File: config.mk
export PLATFORM = sky130hd
export DESIGN_NAME = instr_sequencer
export DESIGN_NICKNAME = d
export VERILOG_FILES = /design/src/rtl/instr_sequencer.sv
export SDC_FILE = /design/constraint.sdc
export NUM_CORES = 1
export LEC_CHECK = 0
export ABC_AREA = 1
export CORE_ASPECT_RATIO = 0.9
export CORE_MARGIN = 8
export CORE_UTILIZATION = 45
export CTS_CLUSTER_SIZE = 40
export DETAILED_ROUTE_END_ITERATION = 10
export HOLD_SLACK_MARGIN = 0.15
export PLACE_DENSITY = 0.69
export SLEW_MARGIN = 20
export SYNTH_ARGS = -nofsm -noshare
export SYNTH_HDL_FRONTEND = slang
export SYNTH_SLANG_ARGS = --single-unit
File: constraint.sdc
create_clock -name clock -period 2.14 [get_ports clock]
set_input_delay 0.214 -clock clock [delete_from_list [all_inputs] [get_ports clock]]
set_output_delay 0.214 -clock clock [all_outputs]
set_load 0.02 [all_outputs]
File: src/rtl/instr_sequencer.sv
// ---------------------------------------------------------------------------
// InstrSequencer (module instr_sequencer)
//
// Purpose:
//    Multi-cycle instruction sequencer. Each instruction goes through four
//    phases: FETCH, WAIT, EXEC and WB. In FETCH the fetch request is raised.
//    In WAIT the instruction word is captured when memory acknowledges. In
//    EXEC the operands are presented to an external execute stage and a
//    one-cycle strobe is pulsed. In WB the results are written back and the
//    PC is advanced or redirected. Decoding HALT_OP parks the sequencer in
//    HALT until the next reset.
//
// Instruction word layout:
//    [31:25] opcode, [24:21] rd, [20:17] rs1, [16:13] rs2,
//    [16] highlow, [15:0] value
//
// Ports:
//    clock        in   1   sole clock, rising edge
//    reset_n      in   1   asynchronous active-low reset
//    mem_req      out  1   fetch request, held until acknowledged
//    mem_addr     out  32  word address of the fetch (the PC)
//    mem_ack      in   1   fetch data valid, honoured only while mem_req=1
//    mem_rdata    in   32  instruction word
//    alu_A        out  32  register-file read of rs1
//    alu_B        out  32  register-file read of rs2
//    alu_reg8     out  32  register-file read of register 8
//    alu_value    out  16  immediate field
//    alu_highlow  out  1   load-half select
//    alu_instr    out  7   opcode of the instruction register
//    alu_clock    out  1   execute strobe, one cycle per instruction
//    alu_C        in   32  execute result
//    alu_F3       in   1   compare/branch flag result
//    alu_addrch   in   1   redirect request
//    alu_naddr    in   32  redirect target
//    F1, F2       out  1   flag registers fed back to the execute stage
//    halted       out  1   high once HALT_OP has been decoded
// ---------------------------------------------------------------------------
module instr_sequencer #(
   parameter logic [31:0] RESET_PC = 32'h0000_0000,
   parameter logic [6:0]  HALT_OP  = 7'd127
) (
   input  logic        clock,
   input  logic        reset_n,
   output logic        mem_req,
   output logic [31:0] mem_addr,
   input  logic        mem_ack,
   input  logic [31:0] mem_rdata,
   output logic [31:0] alu_A,
   output logic [31:0] alu_B,
   output logic [31:0] alu_reg8,
   output logic [15:0] alu_value,
   output logic        alu_highlow,
   output logic [6:0]  alu_instr,
   output logic        alu_clock,
   input  logic [31:0] alu_C,
   input  logic        alu_F3,
   input  logic        alu_addrch,
   input  logic [31:0] alu_naddr,
   output logic        F1,
   output logic        F2,
   output logic        halted
);

   typedef enum logic [2:0] {
      S_FETCH,
      S_WAIT,
      S_EXEC,
      S_WB,
      S_HALT
   } stateT;

   stateT       state_q;
   logic [31:0] pc_q;
   logic [31:0] ir_q;
   logic        memReq_q;
   logic        aluClock_q;
   logic        f1_q;
   logic        f2_q;
   logic        halted_q;

   logic [31:0] cSample_q;
   logic        f3Sample_q;
   logic        addrchSample_q;
   logic [31:0] naddrSample_q;

   logic [31:0] regFile_q [16];

   logic [6:0]  opcode;
   logic [3:0]  rdIdx;
   logic [3:0]  rs1Idx;
   logic [3:0]  rs2Idx;
   logic        isHalt;
   logic        isRegWrite;
   logic        isFlagOp;
   logic [31:0] pcNext_d;
   logic        regWrite_d;

   // Field extraction from the instruction register. The rs2 index and the
   // highlow/value fields overlap on purpose; the execute stage decides
   // which interpretation applies to a given opcode.
   assign opcode = ir_q[31:25];
   assign rdIdx  = ir_q[24:21];
   assign rs1Idx = ir_q[20:17];
   assign rs2Idx = ir_q[16:13];

   // Opcode classes. HALT_OP is a parameter and could in principle collide
   // with the write-back or flag ranges, so halt takes precedence and
   // suppresses every other write-back effect.
   always_comb begin
      isHalt     = (opcode == HALT_OP);
      isRegWrite = (opcode <= 7'd7) && !isHalt;
      isFlagOp   = (opcode >= 7'd8) && (opcode <= 7'd13) && !isHalt;
   end

   // Next PC from the values sampled at the end of EXEC: either the
   // redirect target or the sequential successor, which wraps naturally
   // at 2^32 because the adder is exactly 32 bits wide.
   always_comb begin
      pcNext_d   = addrchSample_q ? naddrSample_q : (pc_q + 32'd1);
      regWrite_d = (state_q == S_WB) && isRegWrite;
   end

   // Sequencer FSM with all control outputs registered. mem_req rises on
   // the first edge after reset release and drops on the edge that captures
   // the instruction, so an acknowledge outside that window is never seen.
   // alu_clock is raised on the same capture edge and dropped one cycle
   // later, giving exactly one strobe per instruction. The execute results
   // are latched on the EXEC closing edge so that WB works on stable data
   // regardless of what the execute stage drives afterwards.
   always_ff @(posedge clock or negedge reset_n) begin
      if (!reset_n) begin
         state_q        <= S_FETCH;
         pc_q           <= RESET_PC;
         ir_q           <= '0;
         memReq_q       <= 1'b0;
         aluClock_q     <= 1'b0;
         f1_q           <= 1'b0;
         f2_q           <= 1'b0;
         halted_q       <= 1'b0;
         cSample_q      <= '0;
         f3Sample_q     <= 1'b0;
         addrchSample_q <= 1'b0;
         naddrSample_q  <= '0;
      end else begin
         case (state_q)
            S_FETCH: begin
               memReq_q <= 1'b1;
               state_q  <= S_WAIT;
            end
            S_WAIT: begin
               if (memReq_q && mem_ack) begin
                  ir_q       <= mem_rdata;
                  memReq_q   <= 1'b0;
                  aluClock_q <= 1'b1;
                  state_q    <= S_EXEC;
               end
            end
            S_EXEC: begin
               aluClock_q     <= 1'b0;
               cSample_q      <= alu_C;
               f3Sample_q     <= alu_F3;
               addrchSample_q <= alu_addrch;
               naddrSample_q  <= alu_naddr;
               state_q        <= S_WB;
            end
            S_WB: begin
               if (isHalt) begin
                  halted_q <= 1'b1;
                  state_q  <= S_HALT;
               end else begin
                  if (isFlagOp) begin
                     f2_q <= f1_q;
                     f1_q <= f3Sample_q;
                  end
                  pc_q    <= pcNext_d;
                  state_q <= S_FETCH;
               end
            end
            S_HALT: begin
               state_q <= S_HALT;
            end
            default: begin
               state_q <= S_FETCH;
            end
         endcase
      end
   end

   // Register file: cleared on reset, single synchronous write port that is
   // only active on the WB closing edge. Reads happen in EXEC and WB, never
   // on the same edge as a write, so no read/write bypass is needed.
   always_ff @(posedge clock or negedge reset_n) begin
      if (!reset_n) begin
         for (int i = 0; i < 16; i++) begin
            regFile_q[i] <= '0;
         end
      end else if (regWrite_d) begin
         regFile_q[rdIdx] <= cSample_q;
      end
   end

   // Operand and status outputs. Operands come straight from IR and the
   // register file; both are frozen from entry to EXEC through WB, which
   // keeps the execute stage inputs stable for the whole instruction.
   assign mem_req     = memReq_q;
   assign mem_addr    = pc_q;
   assign alu_A       = regFile_q[rs1Idx];
   assign alu_B       = regFile_q[rs2Idx];
   assign alu_reg8    = regFile_q[8];
   assign alu_value   = ir_q[15:0];
   assign alu_highlow = ir_q[16];
   assign alu_instr   = opcode;
   assign alu_clock   = aluClock_q;
   assign F1          = f1_q;
   assign F2          = f2_q;
   assign halted      = halted_q;

endmodule

==> impl_metrics.csv <==
group,metric,value,unit
finish,post-route-util,0.596,
finish,fin_area,45400,um2
power,fin_total_pwr,0.0744,W
route,antenna_left,0,
critical_path,cp_max_fo,14,
critical_path,crit_chain,"buf_12 -> buf_6 -> clkbuf_16 -> o21ai_0 -> nand3_1 -> nand3_1 -> nand2_4 -> buf_6",
route,dr.pass1.iters,8,
logic_synthesis,synth_common_cells,"1250 x nand2_1, 650 x dfrtp_1, 514 x o21ai_0",
critical_path,r2r-start,"ir_q[28]",
clocking,clockRootBuffer,"clkbuf_16",
place,gp_congestion,0.901,
hold_path,min_from,"alu_C[3]",
finish,nFillCells,6581,
route,wl_per_cell,21.2,um
logic_synthesis,synth_async_sr_flop_share,1.00,
global_routing,grt_start_max_net_pins,78,
logic_synthesis,ys_types,27,
critical_path,worst-setup-path-type,"register to primary output",
logic_synthesis,syn_area_per_cell,7.50,um2
timing,relSlewSlack,0.425,
die,die_w,308,um
die,rows,96,
logic_synthesis,synth_area_leaders,"dfrtp_1 47%, nand2_1 14%, o21ai_0 7.4%",
logic_synthesis,synth_nets,4715,
critical_path,crit_path_end_kind,"primary output",
clocking,cts_made_buffers,74,
logic_synthesis,synth_most_common_cell,"nand2_1",
global_routing,grt_pass1_wl,186,mm
clocking,htree_levels,3,
place,io_buffers,257,
global_routing,antenna_found_initial,7,
clocking,clkSinkCount,650,
logic_synthesis,post-synth-top-area-cell,"dfrtp_1",
critical_path,crit_required,1.93,ns
timing,setup_violations,65,
clocking,clkTransAtPathRegs,0.06,ns
finish,drive_above_1_share,0.148,
power,p_int,0.0415,W
power,powerDensity,1640,nW/um2
route,drtIter0Drc,3984,
clocking,clock_latency,0.63,ns
power,swShare,0.442,
logic_synthesis,synth_top_flop_cell,"dfrtp_1",
finish,area_growth,31.2,%
place,hpwl,72.3,mm
timing,hold_viol,0,
die,dieHeight,279,um
critical_path,setup.worst_path.start,"ir_q[13]",
finish,nets,4970,
route,remaining_drc_errors,0,
finish,multiInputGateArea,15900,um2
critical_path,cp-start-kind,"register",
logic_synthesis,synth_top_area_share,0.470,
power,peakVddDrop,0.000951,V
route,post_drt_via_cell_ratio,5.81,
die,core,76200,um2
power,seqPwrFrac,0.256,
logic_synthesis,synthCells,4613,
outcome,outcome,"finished with violations",
flow_run,drv_cap,0,
timing,period_share,1.20,
critical_path,cp_slowest_cell,"dfrtp_4",
critical_path,slowest_delay,0.52,ns
power,switching_power,0.0328,W
critical_path,reg2reg_depth,8,
clocking,cts_tree,"built",
clocking,clockBufferDepth,3,
timing,slew_violations,0,
power,combPwrFrac,0.566,
logic_synthesis,seq_area_frac_synth,0.470,
die,die-area,86100,um2
place,dpl-instance-area,38900,um2
critical_path,worstPathArrival,2.36,ns
timing,worst_pin_slew,0.862,ns
logic_synthesis,synth_edf_count,0,
die,initial_core_util,0.454,
outcome,failed_checks,"negative setup slack",
global_routing,grt_util_all_layers,0.270,
power,pwr-share-clk,0.178,
power,p_leak,19.8,nW
global_routing,overflow,0,
hold_path,hold-path-cell-count,3,
global_routing,grt_pass1_vias,31900,
die,pin_count,258,
timing,skew,0.0246,ns
route,routed_wl,126,mm
hold_path,hold_class,"primary input to register",
logic_synthesis,ys_ff_latch,650,
finish,regArea,16300,um2
timing,rsz0062_at_grt,"true",
logic_synthesis,syn_area,34600,um2
timing,fin_crit,2.58,ns
timing,setup_ws,-0.436,ns
timing,fmax,388,MHz
route,vias,34600,
logic_synthesis,ys.warnings.count,0,
[stage by stage]
stage,setup WS (ns),setup TNS [ns],hold slack (ns),std cells
after global routing,-0.488,-26.24,0.172,5954
after detailed placement,-0.251,-9.43,0.190,5659
after global placement,-0.251,-8.81,0.187,5659
after floorplan,0.423,0,-0.0816,4613
final,-0.436,-22.08,0.160,5956
after CTS,-0.395,-21.38,0.150,5900
[flip-flops by register name, summed over array words and instances, names as in the netlist]
register	flops
F2	1
f3Sample_q	1
naddrSample_q	32
F1	1
state_q	3
mem_req	1
cSample_q	32
alu_clock	1
halted	1
ir_q	32
mem_addr	32
alu_reg8	32
addrchSample_q	1
regFile_q	480
[what timing repair did]
item                                    in CTS  in global routing
hold buffers                                68                  0
gates resized for setup                    539                341
pin swaps                                   84                160
setup buffers                               19                 14
endpoints found under the setup margin      67                 64
gates cloned                                21                 43
hold endpoints to repair                   600                  0
[area by class of cell]
type / count / share of cell area
inverters: 363 / 0.0300
clock inverters: 24 / 0.00656
multi-input cells: 3170 / 0.350
diodes: 2 / 0.000110
repair buffers: 609 / 0.178
flip-flops and latches: 650 / 0.359
clock buffers: 109 / 0.0490
well taps: 1029 / 0.0284
[critical path, delay by kind of cell (launching register included)]
kind                   cells  cell delay [ns]
buffers and inverters      4             0.60
AND/OR/NAND/NOR            3             0.42
flip-flops                 1             0.52
AO/OA/AOI/OAI              1             0.19
[power by group through the flow]
stage | logic (W) | registers, W | clock network [W]
2_1_floorplan | 0.0203 | 0.0183 | 0
3_3_place_gp | 0.0327 | 0.0190 | 0
3_5_place_dp | 0.0331 | 0.0191 | 0
4_1_cts | 0.0365 | 0.0189 | 0.0134
5_1_grt | 0.0450 | 0.0194 | 0.0139
6_report | 0.0421 | 0.0190 | 0.0132
[cell families after synthesis]
logic type	share of synthesized area
compound gates	0.219
fa+ha+maj	0.000361
buf+inv	0.0990
flops	0.470
simple gates	0.212
[metal layers]
metal / vias up / GRT usage / routed length [um]
li1: 15900 / - / -
met1: 16400 / 0.378 / 52000
met2: 1946 / 0.411 / 55400
met3: 373 / 0.0621 / 13500
met4: 12 / 0.0912 / 4920
met5: - / 0 / 80
[worst paths after layout]
kind / to / slack, ns
max: alu_B[16] / -0.44
min: cSample_q[3] / 0.16
max reg2reg: regFile_q[444] / 0.32
min reg2reg: ir_q[10] / 0.48
max in group asynchronous: alu_reg8[21] / 1.29
min in group asynchronous: regFile_q[8] / 0.31
[cell usage in the layout (no fill, tap or decap), types with 10 or more instances in the layout]
master / instances
dfrtp_1: 643
clkbuf_16: 117
nand2_2: 51
o211ai_1: 256
buf_16: 29
nand2_4: 19
nor2_1: 95
nand3_1: 352
clkdlybuf4s50_1: 189
a21oi_1: 181
o21ai_1: 470
buf_12: 80
o21ai_0: 368
clkbuf_8: 18
nand2_1: 1190
clkinv_2: 10
buf_6: 96
nand3_2: 68
dlygate4sd3_1: 67
inv_1: 357
a21oi_2: 94
clkbuf_1: 14
buf_4: 90
Power figures use the tool's default switching activity.
